### src/rtl/pipo_load_arbiter_if.sv
// Bus bundle for pipo_load_arbiter: requester side (req/d_in) and shared-register side.
// Optional macro PIPO_ARB_LOCK_EN adds the per-requester lock lines.
interface pipo_load_arbiter_if #(
  parameter int N = 4
);
  logic [3:0]     req;
  logic [4*N-1:0] d_in;
  logic [3:0]     gnt;
  logic [N-1:0]   q_out;
  logic [1:0]     owner;
  logic           q_valid;
  logic [7:0]     load_cnt;
`ifdef PIPO_ARB_LOCK_EN
  logic [3:0]     lock;
`endif

  // Requester/environment side drives requests and observes the shared register.
  modport master (
`ifdef PIPO_ARB_LOCK_EN
    output lock,
`endif
    output req, d_in,
    input  gnt, q_out, owner, q_valid, load_cnt
  );

  // Arbiter side.
  modport slave (
`ifdef PIPO_ARB_LOCK_EN
    input  lock,
`endif
    input  req, d_in,
    output gnt, q_out, owner, q_valid, load_cnt
  );
endinterface

### src/rtl/pipo_load_arbiter.sv
// Round-robin arbiter loading one of four requester slots into a shared N-bit register.
// Optional macro PIPO_ARB_LOCK_EN enables lock-based ownership hold (max 4 locked re-grants).
module pipo_load_arbiter #(
  parameter int N = 4
) (
  input  logic                 clk,
  input  logic                 reset_al_in,
  pipo_load_arbiter_if.slave   bus
);

  logic [N-1:0] q_out_r;
  logic [1:0]   owner_r;
  logic [3:0]   gnt_r;
  logic         q_valid_r;
  logic [7:0]   load_cnt_r;
  logic [1:0]   ptr_r;
`ifdef PIPO_ARB_LOCK_EN
  logic [2:0]   run_r;
`endif

  logic         any_req_s;
  logic [1:0]   rr_win_s;
  logic         rr_found_s;
  logic         lock_take_s;
  logic [1:0]   win_s;
  logic [N-1:0] slot_s;
  logic [3:0]   gnt_onehot_s;

  assign any_req_s = |bus.req;

  // Round-robin search starting one past the last winner.
  always_comb begin
    rr_win_s   = ptr_r;
    rr_found_s = 1'b0;
    for (int i = 1; i <= 4; i++) begin
      if (!rr_found_s && bus.req[ptr_r + 2'(i)]) begin
        rr_win_s   = ptr_r + 2'(i);
        rr_found_s = 1'b1;
      end else begin
        rr_found_s = rr_found_s;
      end
    end
  end

  // Lock override: previous winner keeps the register while run budget remains.
`ifdef PIPO_ARB_LOCK_EN
  always_comb begin
    if (q_valid_r && bus.req[ptr_r] && bus.lock[ptr_r] && (run_r < 3'd4)) begin
      lock_take_s = 1'b1;
    end else begin
      lock_take_s = 1'b0;
    end
  end
`else
  assign lock_take_s = 1'b0;
`endif

  // Final winner, its data slot and one-hot grant.
  always_comb begin
    if (lock_take_s) begin
      win_s = ptr_r;
    end else begin
      win_s = rr_win_s;
    end
    case (win_s)
      2'd0:    slot_s = bus.d_in[0*N +: N];
      2'd1:    slot_s = bus.d_in[1*N +: N];
      2'd2:    slot_s = bus.d_in[2*N +: N];
      2'd3:    slot_s = bus.d_in[3*N +: N];
      default: slot_s = {N{1'b0}};
    endcase
    case (win_s)
      2'd0:    gnt_onehot_s = 4'b0001;
      2'd1:    gnt_onehot_s = 4'b0010;
      2'd2:    gnt_onehot_s = 4'b0100;
      2'd3:    gnt_onehot_s = 4'b1000;
      default: gnt_onehot_s = 4'b0000;
    endcase
  end

  // Shared register, ownership, grant pulse, pointer and saturating load counter.
  always_ff @(posedge clk or negedge reset_al_in) begin
    if (!reset_al_in) begin
      q_out_r    <= {N{1'b0}};
      owner_r    <= 2'd0;
      gnt_r      <= 4'b0000;
      q_valid_r  <= 1'b0;
      load_cnt_r <= 8'd0;
      ptr_r      <= 2'd3;
    end else if (any_req_s) begin
      q_out_r    <= slot_s;
      owner_r    <= win_s;
      gnt_r      <= gnt_onehot_s;
      q_valid_r  <= 1'b1;
      ptr_r      <= win_s;
      if (load_cnt_r != 8'hFF) begin
        load_cnt_r <= load_cnt_r + 8'd1;
      end else begin
        load_cnt_r <= load_cnt_r;
      end
    end else begin
      gnt_r      <= 4'b0000;
    end
  end

`ifdef PIPO_ARB_LOCK_EN
  // Consecutive locked re-grant counter; any rotation grant or idle edge clears it.
  always_ff @(posedge clk or negedge reset_al_in) begin
    if (!reset_al_in) begin
      run_r <= 3'd0;
    end else if (any_req_s && lock_take_s) begin
      run_r <= run_r + 3'd1;
    end else begin
      run_r <= 3'd0;
    end
  end
`endif

  assign bus.q_out    = q_out_r;
  assign bus.owner    = owner_r;
  assign bus.gnt      = gnt_r;
  assign bus.q_valid  = q_valid_r;
  assign bus.load_cnt = load_cnt_r;

endmodule

### src/flat_wrapper.sv
// flat-port wrapper written by rule: the top's interface ports become plain ports
module pipo_load_arbiter_flat 
#(
  parameter int N = 4
)
  (clk, reset_al_in, bus_req, bus_d_in, bus_gnt, bus_q_out, bus_owner, bus_q_valid, bus_load_cnt);
  pipo_load_arbiter_if #(.N(N)) bus_i ();
  input  logic clk;
  input  logic reset_al_in;
  input wire logic [$bits(bus_i.req)-1:0] bus_req;
  input wire logic [$bits(bus_i.d_in)-1:0] bus_d_in;
  output wire logic [$bits(bus_i.gnt)-1:0] bus_gnt;
  output wire logic [$bits(bus_i.q_out)-1:0] bus_q_out;
  output wire logic [$bits(bus_i.owner)-1:0] bus_owner;
  output wire logic [$bits(bus_i.q_valid)-1:0] bus_q_valid;
  output wire logic [$bits(bus_i.load_cnt)-1:0] bus_load_cnt;
  assign bus_i.req = bus_req;
  assign bus_i.d_in = bus_d_in;
  assign bus_gnt = bus_i.gnt;
  assign bus_q_out = bus_i.q_out;
  assign bus_owner = bus_i.owner;
  assign bus_q_valid = bus_i.q_valid;
  assign bus_load_cnt = bus_i.load_cnt;
  pipo_load_arbiter #(.N(N)) u_core (.clk(clk), .reset_al_in(reset_al_in), .bus(bus_i));
endmodule
### config.mk
export PLATFORM = sky130hd
export DESIGN_NAME = pipo_load_arbiter_flat
export DESIGN_NICKNAME = d
export VERILOG_FILES = /design/src/rtl/pipo_load_arbiter_if.sv /design/src/rtl/pipo_load_arbiter.sv /design/src/flat_wrapper.sv
export SDC_FILE = /design/constraint.sdc
export NUM_CORES = 1
export LEC_CHECK = 0
export ABC_AREA = 0
export CORE_MARGIN = 1
export CORE_UTILIZATION = 45
export CTS_BUF_LIST = sky130_fd_sc_hd__clkbuf_4 sky130_fd_sc_hd__clkbuf_8 sky130_fd_sc_hd__clkbuf_16
export CTS_CLUSTER_SIZE = 24
export DETAILED_ROUTE_END_ITERATION = 6
export GPL_ROUTABILITY_DRIVEN = 0
export PLACE_DENSITY = 0.82
export SYNTH_ARGS = -nofsm -noshare
export SYNTH_HDL_FRONTEND = slang
export SYNTH_SLANG_ARGS = --single-unit
### constraint.sdc
create_clock -name clk -period 3.32 [get_ports clk]
set_input_delay 0.664 -clock clk [delete_from_list [all_inputs] [get_ports clk]]
set_output_delay 0.664 -clock clk [all_outputs]
set_load 0.02 [all_outputs]
; ---- Word level (Yosys, flattened, before mapping)
; Cells that the tools add are included.
[op_classes]
n_addsub = 4
n_lt_le_gt_ge = 4
eq_ne = 4
mux = 18
n_reduce_logical = 9
[op_table]
columns = op, n
row1 = $pmux 4 s4, 2
row2 = $lt 2x3->1 const B, 4
row3 = $add 8x1->8 const B, 1
row4 = $bmux 1 s2, 4
row5 = $mux 2, 4
row6 = $ne 8x8->1 const B, 1
row7 = $mux 1, 7
row8 = $add 2x2->2 const B, 2
row9 = $eq 2x2->1 const B, 2
row10 = $mux 4, 1
row11 = $reduce_or 4->1, 1
row12 = $logic_and 1x1->1, 3
row13 = $logic_not 1->1, 3
row14 = $add 2x1->2 const B, 1
row15 = $eq 2x1->1 const B, 1
row16 = $logic_not 2->1, 1
row17 = $reduce_and 2->1, 1
[totals]
register_bits = 21
input_bits = 22
wordCells = 45

; ---- Depth between registers and ports, before layout
; Gate-level depths: netlist of the first run.
[depth]
word_depth = 16
depth_mapped = 6
depth_no_buf = 6

; ---- Worst setup path after synthesis of the first run
; OpenSTA, ideal clock, no wires.
[synth_path]
path_kind = input to register
from = input bus_req[3]
to = register u_core.load_cnt_r[1] (netlist: u_core.bus.load_cnt[1])
setup_ns = 0.125
arrival_time_ns = 1.747
required_ns = 3.195
setup_slack_ns = 1.448
stages = 4
cell_sequence = or4_1 -> buf_6 -> o21a_4 -> mux2_4
[synth_via]
elab_chain_cells = 2
[synth_lines]
columns = element, line_no
row1 = from (decl), flat_wrapper.sv:10  ; input wire logic [$bits(bus_i.req)-1:0] bus_req;
row2 = $reduce_or 4->1, pipo_load_arbiter.sv:29  ; assign any_req_s = |bus.req;
row3 = $reduce_and 2->1 (no source line), -
row4 = to (signal assigned), pipo_load_arbiter.sv:97  ; load_cnt_r <= load_cnt_r + 8'd1;
row5 = to (signal assigned), pipo_load_arbiter.sv:99  ; load_cnt_r <= load_cnt_r;
row6 = to (decl), pipo_load_arbiter.sv:15  ; logic [7:0] load_cnt_r;
; No other way between the ends.
; A chain may end at the register's enable or synchronous reset.

; ---- Worst setup path after layout of the first run
; Same ends and word-level chain as after synthesis.

==> results of run 1 <==
[critical path, delay by kind of cell]
kind,cells,cell delay (ns)
buffers and inverters,1,0.50
multiplexers,1,0.29
AND/OR/NAND/NOR,1,0.73
AO/OA/AOI/OAI,1,0.21
[synthesized netlist by cell type, drive strengths merged, types with 2 or more instances]
master  instances  area [um^2]
dfrtp          19        475.5
nor2           10        37.54
a211oi          8        60.06
nand2           8        32.54
mux2i           5        50.05
a21boi          4        30.03
o21ai           4        23.77
xnor2           4        35.03
inv             3        11.26
o21a            3        30.02
a21oi           2        10.01
and3            2        12.51
dfstp           2        52.55
nand3           2        10.01
nand4           2        12.51
nor3            2        10.01
xor2            2        17.52
[layer usage]
| metal | global-route usage (%) | vias up | wire (um) |
|---|---|---|---|
| li1 | - | 429 | - |
| met1 | 27.13 | 421 | 1004 |
| met2 | 32.22 | 33 | 1083 |
| met3 | 5.864 | 7 | 125 |
| met4 | 8.571 | 0 | 39 |
| met5 | 0 | - | 0 |
[cell type report]
class	count	area, um^2	area share, %
Multi-Input combinational cell	70	478.0	32.18
Sequential cell	21	528.0	35.55
Clock buffer	3	22.52	1.516
Clock inverter	1	5.005	0.3370
Inverter	4	16.27	1.095
Tap cell	28	35.03	2.359
Timing Repair Buffer	40	400.4	26.96
[kinds of logic after synthesis]
kind of cell    Yosys count  synth area share (%)
compound gates           23                 16.77
xor+xnor                  6                 5.066
fa+ha+maj                 1                 1.206
buf+inv                   6                 3.015
flops                    21                 50.91
mux                       6                 6.272
simple gates             34                 16.77
[power breakdown]
part	switching, uW	leakage, uW	internal [uW]
sequential	103	0.000244	385
combinational	362	0.000366	353
clock	78.2	0.0000177	45.0
[worst max path at each step]
| stage | start | to | slack [ns] | cells past startpoint |
|---|---|---|---|---|
| after floorplan | bus_req[3] | u_core.bus.load_cnt[1] | 1.45 | 4 |
| after global placement | bus_req[3] | u_core.bus.load_cnt[1] | 0.85 | 4 |
| final | bus_req[3] | u_core.bus.load_cnt[1] | 1.14 | 4 |
| after global routing | bus_req[3] | u_core.bus.q_out[0] | 1.04 | 7 |
| after detailed placement | bus_req[3] | u_core.bus.load_cnt[1] | 0.80 | 4 |
| after CTS | bus_req[3] | u_core.bus.load_cnt[1] | 1.14 | 4 |
[metrics by stage]
stage	utilization, %	setup slack [ns]	cell area [um^2]
2_1_floorplan	-	1.448	1037
3_3_place_gp	66.53	0.8499	1458
3_5_place_dp	66.53	0.7955	1458
4_1_cts	67.79	1.136	1485
5_1_grt	67.79	1.037	1485
6_report	67.79	1.136	1485
[flip-flops by register name, summed over array words and instances (netlist names)]
register             flops
u_core.bus.q_out         4
u_core.bus.owner         2
u_core.bus.gnt           4
u_core.bus.load_cnt      8
u_core.bus.q_valid       1
u_core.ptr_r             2
==> impl_metrics.env, run 1 <==
export IMPL_syn_cell_area_um2=1037
export IMPL_clk_latency_ns=0.31
export IMPL_synthesis_nets=120
export IMPL_final_common_cell="clkdlybuf4s50_1"
export IMPL_postCtsSetupBuffers=0
export IMPL_status="complete, no violations"
export IMPL_irDropWorstVdd_mv=0.7815
export IMPL_synth_cell_types=36
export IMPL_dp_hpwl_um=1792
export IMPL_fill_cells=169
export IMPL_min_path_type="reg -> reg"
export IMPL_clk_pin_slew_worst_paths_ns=0.12
export IMPL_routed_wirelength_um=2252
export IMPL_num_antenna_cells=0
export IMPL_path_cells="clkdlybuf4s50_1 -> or4_1 -> o21a_4 -> mux2_4"
export IMPL_worstSetupPathType="in -> reg"
export IMPL_drt_iter0_markers=14
export IMPL_layout_nets=163
export IMPL_timing_rr_start="u_core.ptr_r[1]"
export IMPL_layout_common_cells="40 x clkdlybuf4s50_1, 19 x dfrtp_1, 10 x nor2_1, 8 x a211oi_1, 7 x nand2_1"
export IMPL_cp_max_fo=8
export IMPL_worstPathRequired_ns=3.53
export IMPL_tightest_slew_ns=0.9044
export IMPL_clockBufferDepth=2
export IMPL_syn_inst=97
export IMPL_clock_sinks=21
export IMPL_synth_edff_count=0
export IMPL_finalNonFillerCells=167
export IMPL_rows=17
export IMPL_whs_ns=0.4862
export IMPL_root_buffer="clkbuf_4"
export IMPL_finalHoldViolCount=0
export IMPL_grt_overflow=0
export IMPL_finalCritPeriodShare_pct=65.80
export IMPL_postSynthAreaPerCell_um2=10.69
export IMPL_area_growth_pct=43.18
export IMPL_min_period_ns=2.184
export IMPL_port_buffers=40
export IMPL_total_leakage_power_uw=0.0006276
export IMPL_io_pins=41
export IMPL_p_per_area_nw_per_um2=893.1
export IMPL_grt_use_total_pct=20.84
export IMPL_worstPathArrival_ns=2.40
export IMPL_first_global_vias=869
export IMPL_power_uw=1326
export IMPL_dieWidth_um=50.01
export IMPL_grt_pass1_wl_um=3850
export IMPL_vias_per_cell=5.329
export IMPL_dp_cells=163
export IMPL_first_pass_iters=6
export IMPL_vias=890
export IMPL_rsz0062_at_grt="false"
export IMPL_die_y_um=50.01
export IMPL_antenna_found_initial=0
export IMPL_crit_path_end_kind="register"
export IMPL_reg2regPathDepth=6
export IMPL_hp_start="u_core.bus.q_valid"
export IMPL_route_detailed_drc=0
export IMPL_core_um2=2191
export IMPL_max_freq_mhz=457.8
export IMPL_slowest_stage="or4_1"
export IMPL_yosysWarnings=0
export IMPL_skew_ns=0.01093
export IMPL_wl_per_cell_um=13.49
export IMPL_cap_violations=0
export IMPL_dieArea_um2=2501
export IMPL_drv_slew=0
export IMPL_ys_seq_area_share_pct=50.90
export IMPL_async_reset_ff_share_pct=100.0
export IMPL_slowest_delay_ns=0.73
export IMPL_setup_tns_ns=0
export IMPL_ys_ff_latch=21
export IMPL_initial_utilization_pct=47.34
export IMPL_ys_flop_type="dfrtp_1"
export IMPL_cts_hold_buf=0
export IMPL_post_cts_resized=0
export IMPL_finalSetupViolCount=0
export IMPL_slew_headroom_pct=39.51
export IMPL_drt_antenna_violating_nets=0
export IMPL_startpoint_type="primary input"
export IMPL_rr_endpoint="u_core.bus.q_out[0]"
export IMPL_cts_tree="built"
export IMPL_layout_drive_gt1_share_pct=10.07
export IMPL_worst_hold_path_num_cells=1
export IMPL_grt_max_degree=22
export IMPL_min_to="u_core.bus.q_valid"
export IMPL_r2r_slack_ns=1.61
export IMPL_cts_max_level=1
export IMPL_numCtsBuffers=3
Power figures use the tool's default switching activity.
==> run 2, diff against run 1 <==
--- a/config.mk
+++ b/config.mk
@@ -7,12 +7,12 @@
 export LEC_CHECK = 0
 export ABC_AREA = 0
 export CORE_MARGIN = 1
-export CORE_UTILIZATION = 45
+export CORE_UTILIZATION = 42
 export CTS_BUF_LIST = sky130_fd_sc_hd__clkbuf_4 sky130_fd_sc_hd__clkbuf_8 sky130_fd_sc_hd__clkbuf_16
 export CTS_CLUSTER_SIZE = 24
 export DETAILED_ROUTE_END_ITERATION = 6
 export GPL_ROUTABILITY_DRIVEN = 0
-export PLACE_DENSITY = 0.82
+export PLACE_DENSITY = 0.78
 export SYNTH_ARGS = -nofsm -noshare
 export SYNTH_HDL_FRONTEND = slang
 export SYNTH_SLANG_ARGS = --single-unit
==> constraint.sdc (replaced) <==
create_clock -name clk -period 2.2 [get_ports clk]
set_input_delay 0.44 -clock clk [delete_from_list [all_inputs] [get_ports clk]]
set_output_delay 0.44 -clock clk [all_outputs]
set_load 0.02 [all_outputs]
==> impl_metrics.env, run 2 (synthesis results as in run 1) <==
export IMPL_status="complete, no violations"
export IMPL_design_area_um2=1523
export IMPL_min_path_type="in -> async"
export IMPL_vias=878
export IMPL_total_leakage_power_uw=0.0006513
export IMPL_slowest_delay_ns=0.65
export IMPL_p_sw_uw=828.9
export IMPL_layout_common_cells="40 x clkdlybuf4s50_1, 19 x dfrtp_1, 10 x nor2_1, 8 x a211oi_1, 7 x nand2_1"
export IMPL_reg2regPathDepth=5
export IMPL_crit_path_end_kind="register"
export IMPL_worstPathRequired_ns=2.40
export IMPL_io_pins=41
export IMPL_cts_tree="built"
export IMPL_clock_sinks=21
export IMPL_drt_antenna_violating_nets=0
export IMPL_dp_hpwl_um=1823
export IMPL_worstPathArrival_ns=2.08
export IMPL_numCtsBuffers=3
export IMPL_crit_cells=4
export IMPL_rr_endpoint="u_core.bus.q_out[3]"
export IMPL_clockBufferDepth=2
export IMPL_grt_overflow=0
export IMPL_wl_per_cell_um=13.41
export IMPL_crit_end="u_core.bus.load_cnt[1]"
export IMPL_slew_headroom_pct=78.90
export IMPL_cp_max_fo=7
export IMPL_port_buffers=40
export IMPL_finalHoldViolCount=0
export IMPL_root_buffer="clkbuf_4"
export IMPL_num_antenna_cells=0
export IMPL_largest_reg_flops=8
export IMPL_finalSetupViolCount=0
export IMPL_route_detailed_drc=0
export IMPL_tightest_slew_ns=0.3136
export IMPL_combPwrFrac_pct=55.0
export IMPL_critical_path_startpoint="bus_req[3]"
export IMPL_antenna_found_initial=0
export IMPL_min_period_ns=1.882
export IMPL_cp_num_buf_inv=1
export IMPL_layout_nets=168
export IMPL_dieArea_um2=2672
export IMPL_fill_cells=196
export IMPL_rows=17
export IMPL_dp_cells=168
export IMPL_grt_use_total_pct=20.60
export IMPL_first_global_vias=869
export IMPL_worstSetupPathType="in -> reg"
export IMPL_finalCritPeriodShare_pct=85.56
export IMPL_skew_ns=0.003565
export IMPL_cap_violations=0
export IMPL_setup_ws_ns=0.3176
export IMPL_final_common_cell="clkdlybuf4s50_1"
export IMPL_postCtsSetupBuffers=0
export IMPL_post_cts_resized=0
export IMPL_irDropWorstVdd_mv=0.7385
export IMPL_cts_max_level=1
export IMPL_whs_ns=0.4553
export IMPL_clk_latency_ns=0.30
export IMPL_drt_iter0_markers=9
export IMPL_grt_pass1_wl_um=3946
export IMPL_area_growth_pct=46.80
export IMPL_r2r_slack_ns=0.43
export IMPL_grt_max_degree=22
export IMPL_slowest_stage="or4_1"
export IMPL_path_cells="clkdlybuf4s50_1 -> or4_1 -> o21a_4 -> mux2_4"
export IMPL_multi_input_area_um2=478.0
export IMPL_p_int_uw=1206
export IMPL_rsz0062_at_grt="false"
export IMPL_p_per_area_nw_per_um2=1336
export IMPL_pre_cts_ws_ns=0.001359
export IMPL_drv_slew=0
export IMPL_crit_family="simple AND/OR/NAND/NOR gates"
export IMPL_startpoint_type="primary input"
export IMPL_core_um2=2276
export IMPL_cts_hold_buf=0
export IMPL_initial_utilization_pct=45.57
export IMPL_timing_rr_start="u_core.ptr_r[1]"
export IMPL_placed_area_um2=1495
export IMPL_clkPwrFrac_pct=8.9
export IMPL_dieWidth_um=51.70
export IMPL_max_freq_mhz=531.2
export IMPL_setup_tns_ns=0
export IMPL_seq_power_share_pct=36.1
export IMPL_finalNonFillerCells=172
export IMPL_swShare_pct=40.73
export IMPL_clk_pin_slew_worst_paths_ns=0.11
export IMPL_vias_per_cell=5.105
export IMPL_routed_wirelength_um=2307
export IMPL_layout_drive_gt1_share_pct=13.19
export IMPL_first_pass_iters=3
export IMPL_die_y_um=51.70
export IMPL_seqCellArea_um2=528.0
run 2: per-layer routing:
metal  track usage, %  vias up  routed length (um)
li1                 -      439                   -
met1            27.22      410                1019
met2            33.77       27                1172
met4            5.856        0                  14
met3            4.678        2                 100
met5                0        -                   0
run 2: power by group through the flow:
stage	clock, uW	sequential, uW	combinational (uW)
5_1_grt	207	758	1220
3_3_place_gp	0	732	1090
6_report	182	735	1120
4_1_cts	186	733	1120
2_1_floorplan	0	915	432
3_5_place_dp	0	738	1120
run 2: per-stage QoR:
stage	total power, uW	utilization (%)
floorplan	1347	-
CTS	2044	66.90
global placement	1823	65.70
detailed placement	1858	65.70
global route	2181	66.90
finish	2035	66.90
run 2: worst min-delay path by stage:
stage                              from                endpoint  slack [ns]
floorplan                   reset_al_in       u_core.bus.gnt[0]        0.14
global placement     u_core.bus.q_valid      u_core.bus.q_valid        0.45
detailed placement  u_core.bus.owner[1]     u_core.bus.owner[1]        0.47
CTS                         reset_al_in  u_core.bus.load_cnt[5]        0.46
global route                reset_al_in  u_core.bus.load_cnt[7]        0.46
finish                      reset_al_in  u_core.bus.load_cnt[5]        0.46
run 2: final cells by class:
cell class / instances / area share [%]
well taps: 28 / 2.301
clock buffers: 3 / 1.479
inverters: 4 / 1.068
clock inverters: 1 / 0.3287
multi-input cells: 70 / 31.39
repair buffers: 45 / 28.76
flip-flops and latches: 21 / 34.68
run 2: worst reg2reg max path: cells and delay by family (launching register included):
family / cells / cell delay (ns)
muxes: 1 / 0.20
AOI/OAI and AO/OA: 3 / 0.51
and+or+nand+nor: 1 / 0.34
DFF: 1 / 0.61
==> run 3, diff against run 2 <==
--- a/config.mk
+++ b/config.mk
@@ -7,12 +7,12 @@
 export LEC_CHECK = 0
 export ABC_AREA = 0
 export CORE_MARGIN = 1
-export CORE_UTILIZATION = 42
+export CORE_UTILIZATION = 45
 export CTS_BUF_LIST = sky130_fd_sc_hd__clkbuf_4 sky130_fd_sc_hd__clkbuf_8 sky130_fd_sc_hd__clkbuf_16
 export CTS_CLUSTER_SIZE = 24
 export DETAILED_ROUTE_END_ITERATION = 6
-export GPL_ROUTABILITY_DRIVEN = 0
-export PLACE_DENSITY = 0.78
+export GPL_ROUTABILITY_DRIVEN = 1
+export PLACE_DENSITY = 0.82
 export SYNTH_ARGS = -nofsm -noshare
 export SYNTH_HDL_FRONTEND = slang
 export SYNTH_SLANG_ARGS = --single-unit
==> constraint.sdc (replaced) <==
create_clock -name clk -period 2.3 [get_ports clk]
set_input_delay 0.46 -clock clk [delete_from_list [all_inputs] [get_ports clk]]
set_output_delay 0.46 -clock clk [all_outputs]
set_load 0.02 [all_outputs]
==> impl_metrics.env, run 3 (synthesis results as in run 1) <==
export IMPL_status="complete, no violations"
export IMPL_grt_overflow=0
export IMPL_die_y_um=50.01
export IMPL_final_common_cell="clkdlybuf4s50_1"
export IMPL_slowest_delay_ns=0.68
export IMPL_root_buffer="clkbuf_4"
export IMPL_placed_area_um2=1503
export IMPL_layout_nets=169
export IMPL_grt_use_total_pct=22.21
export IMPL_m1WireLength_um=1001
export IMPL_clockBufferDepth=2
export IMPL_skew_ns=0.003131
export IMPL_clock_sinks=21
export IMPL_io_pins=41
export IMPL_max_freq_mhz=514.2
export IMPL_drv_slew=0
export IMPL_dp_hpwl_um=1913
export IMPL_route_detailed_drc=0
export IMPL_finalCritPeriodShare_pct=84.55
export IMPL_grt_max_degree=14
export IMPL_worstSetupPathType="in -> reg"
export IMPL_first_pass_iters=4
export IMPL_cts_max_level=1
export IMPL_initial_utilization_pct=47.34
export IMPL_port_buffers=40
export IMPL_cap_violations=0
export IMPL_postCtsSetupBuffers=0
export IMPL_slew_headroom_pct=75.87
export IMPL_fin_util_pct=69.85
export IMPL_irDropWorstVdd_mv=0.7308
export IMPL_crit_family="simple AND/OR/NAND/NOR gates"
export IMPL_antenna_found_initial=0
export IMPL_crit_path_end_kind="register"
export IMPL_cts_tree="built"
export IMPL_post_cts_resized=0
export IMPL_wl_met3_um=74
export IMPL_layout_common_cells="40 x clkdlybuf4s50_1, 19 x dfrtp_1, 10 x nor2_1, 8 x a211oi_1, 7 x nand2_1"
export IMPL_clk_latency_ns=0.29
export IMPL_gp_congestion=0.7864
export IMPL_numCtsBuffers=3
export IMPL_dieWidth_um=50.01
export IMPL_p_per_area_nw_per_um2=1259
export IMPL_rsz0062_at_grt="false"
export IMPL_multi_input_area_um2=478.0
export IMPL_drt_iter0_markers=14
export IMPL_path_cells="clkdlybuf4s50_1 -> or4_1 -> o21a_4 -> mux2_4"
export IMPL_vias=917
export IMPL_tightest_slew_ns=0.3587
export IMPL_grt_pass1_wl_um=4195
export IMPL_seqCellArea_um2=528.0
export IMPL_cts_hold_buf=0
export IMPL_finalHoldViolCount=0
export IMPL_slowest_stage="or4_1"
export IMPL_design_area_um2=1530
export IMPL_clk_pin_slew_worst_paths_ns=0.11
export IMPL_highest_layer="met4"
export IMPL_routed_wirelength_um=2302
export IMPL_min_path_type="in -> async"
export IMPL_finalSetupViolCount=0
export IMPL_total_leakage_power_uw=0.0006561
export IMPL_largest_reg_flops=8
export IMPL_fill_cells=157
export IMPL_wl_met2_um=1196
export IMPL_min_period_ns=1.945
export IMPL_vias_per_cell=5.301
export IMPL_dieArea_um2=2501
export IMPL_num_antenna_cells=0
export IMPL_drt_antenna_violating_nets=0
export IMPL_wl_per_cell_um=13.31
export IMPL_rows=17
export IMPL_layout_drive_gt1_share_pct=13.79
export IMPL_startpoint_type="primary input"
export IMPL_first_global_vias=963
export IMPL_setup_tns_ns=0
export IMPL_core_um2=2191
export IMPL_cp_max_fo=7
export IMPL_worstPathArrival_ns=2.14
export IMPL_worstPathRequired_ns=2.49
export IMPL_cp_num_buf_inv=1
export IMPL_area_growth_pct=47.53
-- run 3: per-layer routing --
layer | GRT usage (%) | vias to the layer above
met3 | 3.395 | 4
met5 | 0 | -
met1 | 28.12 | 444
met4 | 7.619 | 0
met2 | 38.00 | 26
li1 | - | 443
-- run 3: stage by stage --
step / total power [uW] / instances / setup slack, ns / hold WS [ns]
finish: 1926 / 173 / 0.3554 / 0.4266
global route: 2068 / 173 / 0.2278 / 0.4414
CTS: 1939 / 173 / 0.3639 / 0.4362
detailed placement: 1769 / 169 / 0.03937 / 0.4522
global placement: 1730 / 169 / 0.08305 / 0.4486
floorplan: 1289 / 97 / 0.6316 / 0.1644
-- run 3: final timing paths --
check / depth (start not counted) / slack (ns) / start / endpoint
worst max-delay path: 4 / 0.36 / bus_req[3] / u_core.bus.load_cnt[1]
worst min-delay path: 1 / 0.43 / reset_al_in / u_core.bus.owner[1]
worst max register to register: 5 / 0.56 / u_core.ptr_r[1] / u_core.bus.q_out[3]
worst min register to register: 1 / 0.48 / u_core.bus.q_valid / u_core.bus.q_valid
max in group asynchronous: 2 / 1.37 / reset_al_in / u_core.bus.q_out[1]
min in group clk: 1 / 0.48 / u_core.bus.q_valid / u_core.bus.q_valid
-- run 3: area by class of cell --
cell class | instances | area share (%)
inverters | 4 | 1.063
clock buffers | 3 | 1.472
clock inverters | 1 | 0.3271
flip-flops and latches | 21 | 34.51
multi-input cells | 70 | 31.23
repair buffers | 46 | 29.11
well taps | 28 | 2.289
-- run 3: power by group --
group | switching [uW] | internal (uW) | total [uW]
clock network | 105 | 64.6 | 170
registers | 150 | 556 | 706
logic | 526 | 524 | 1050
total | 781 | 1140 | 1930
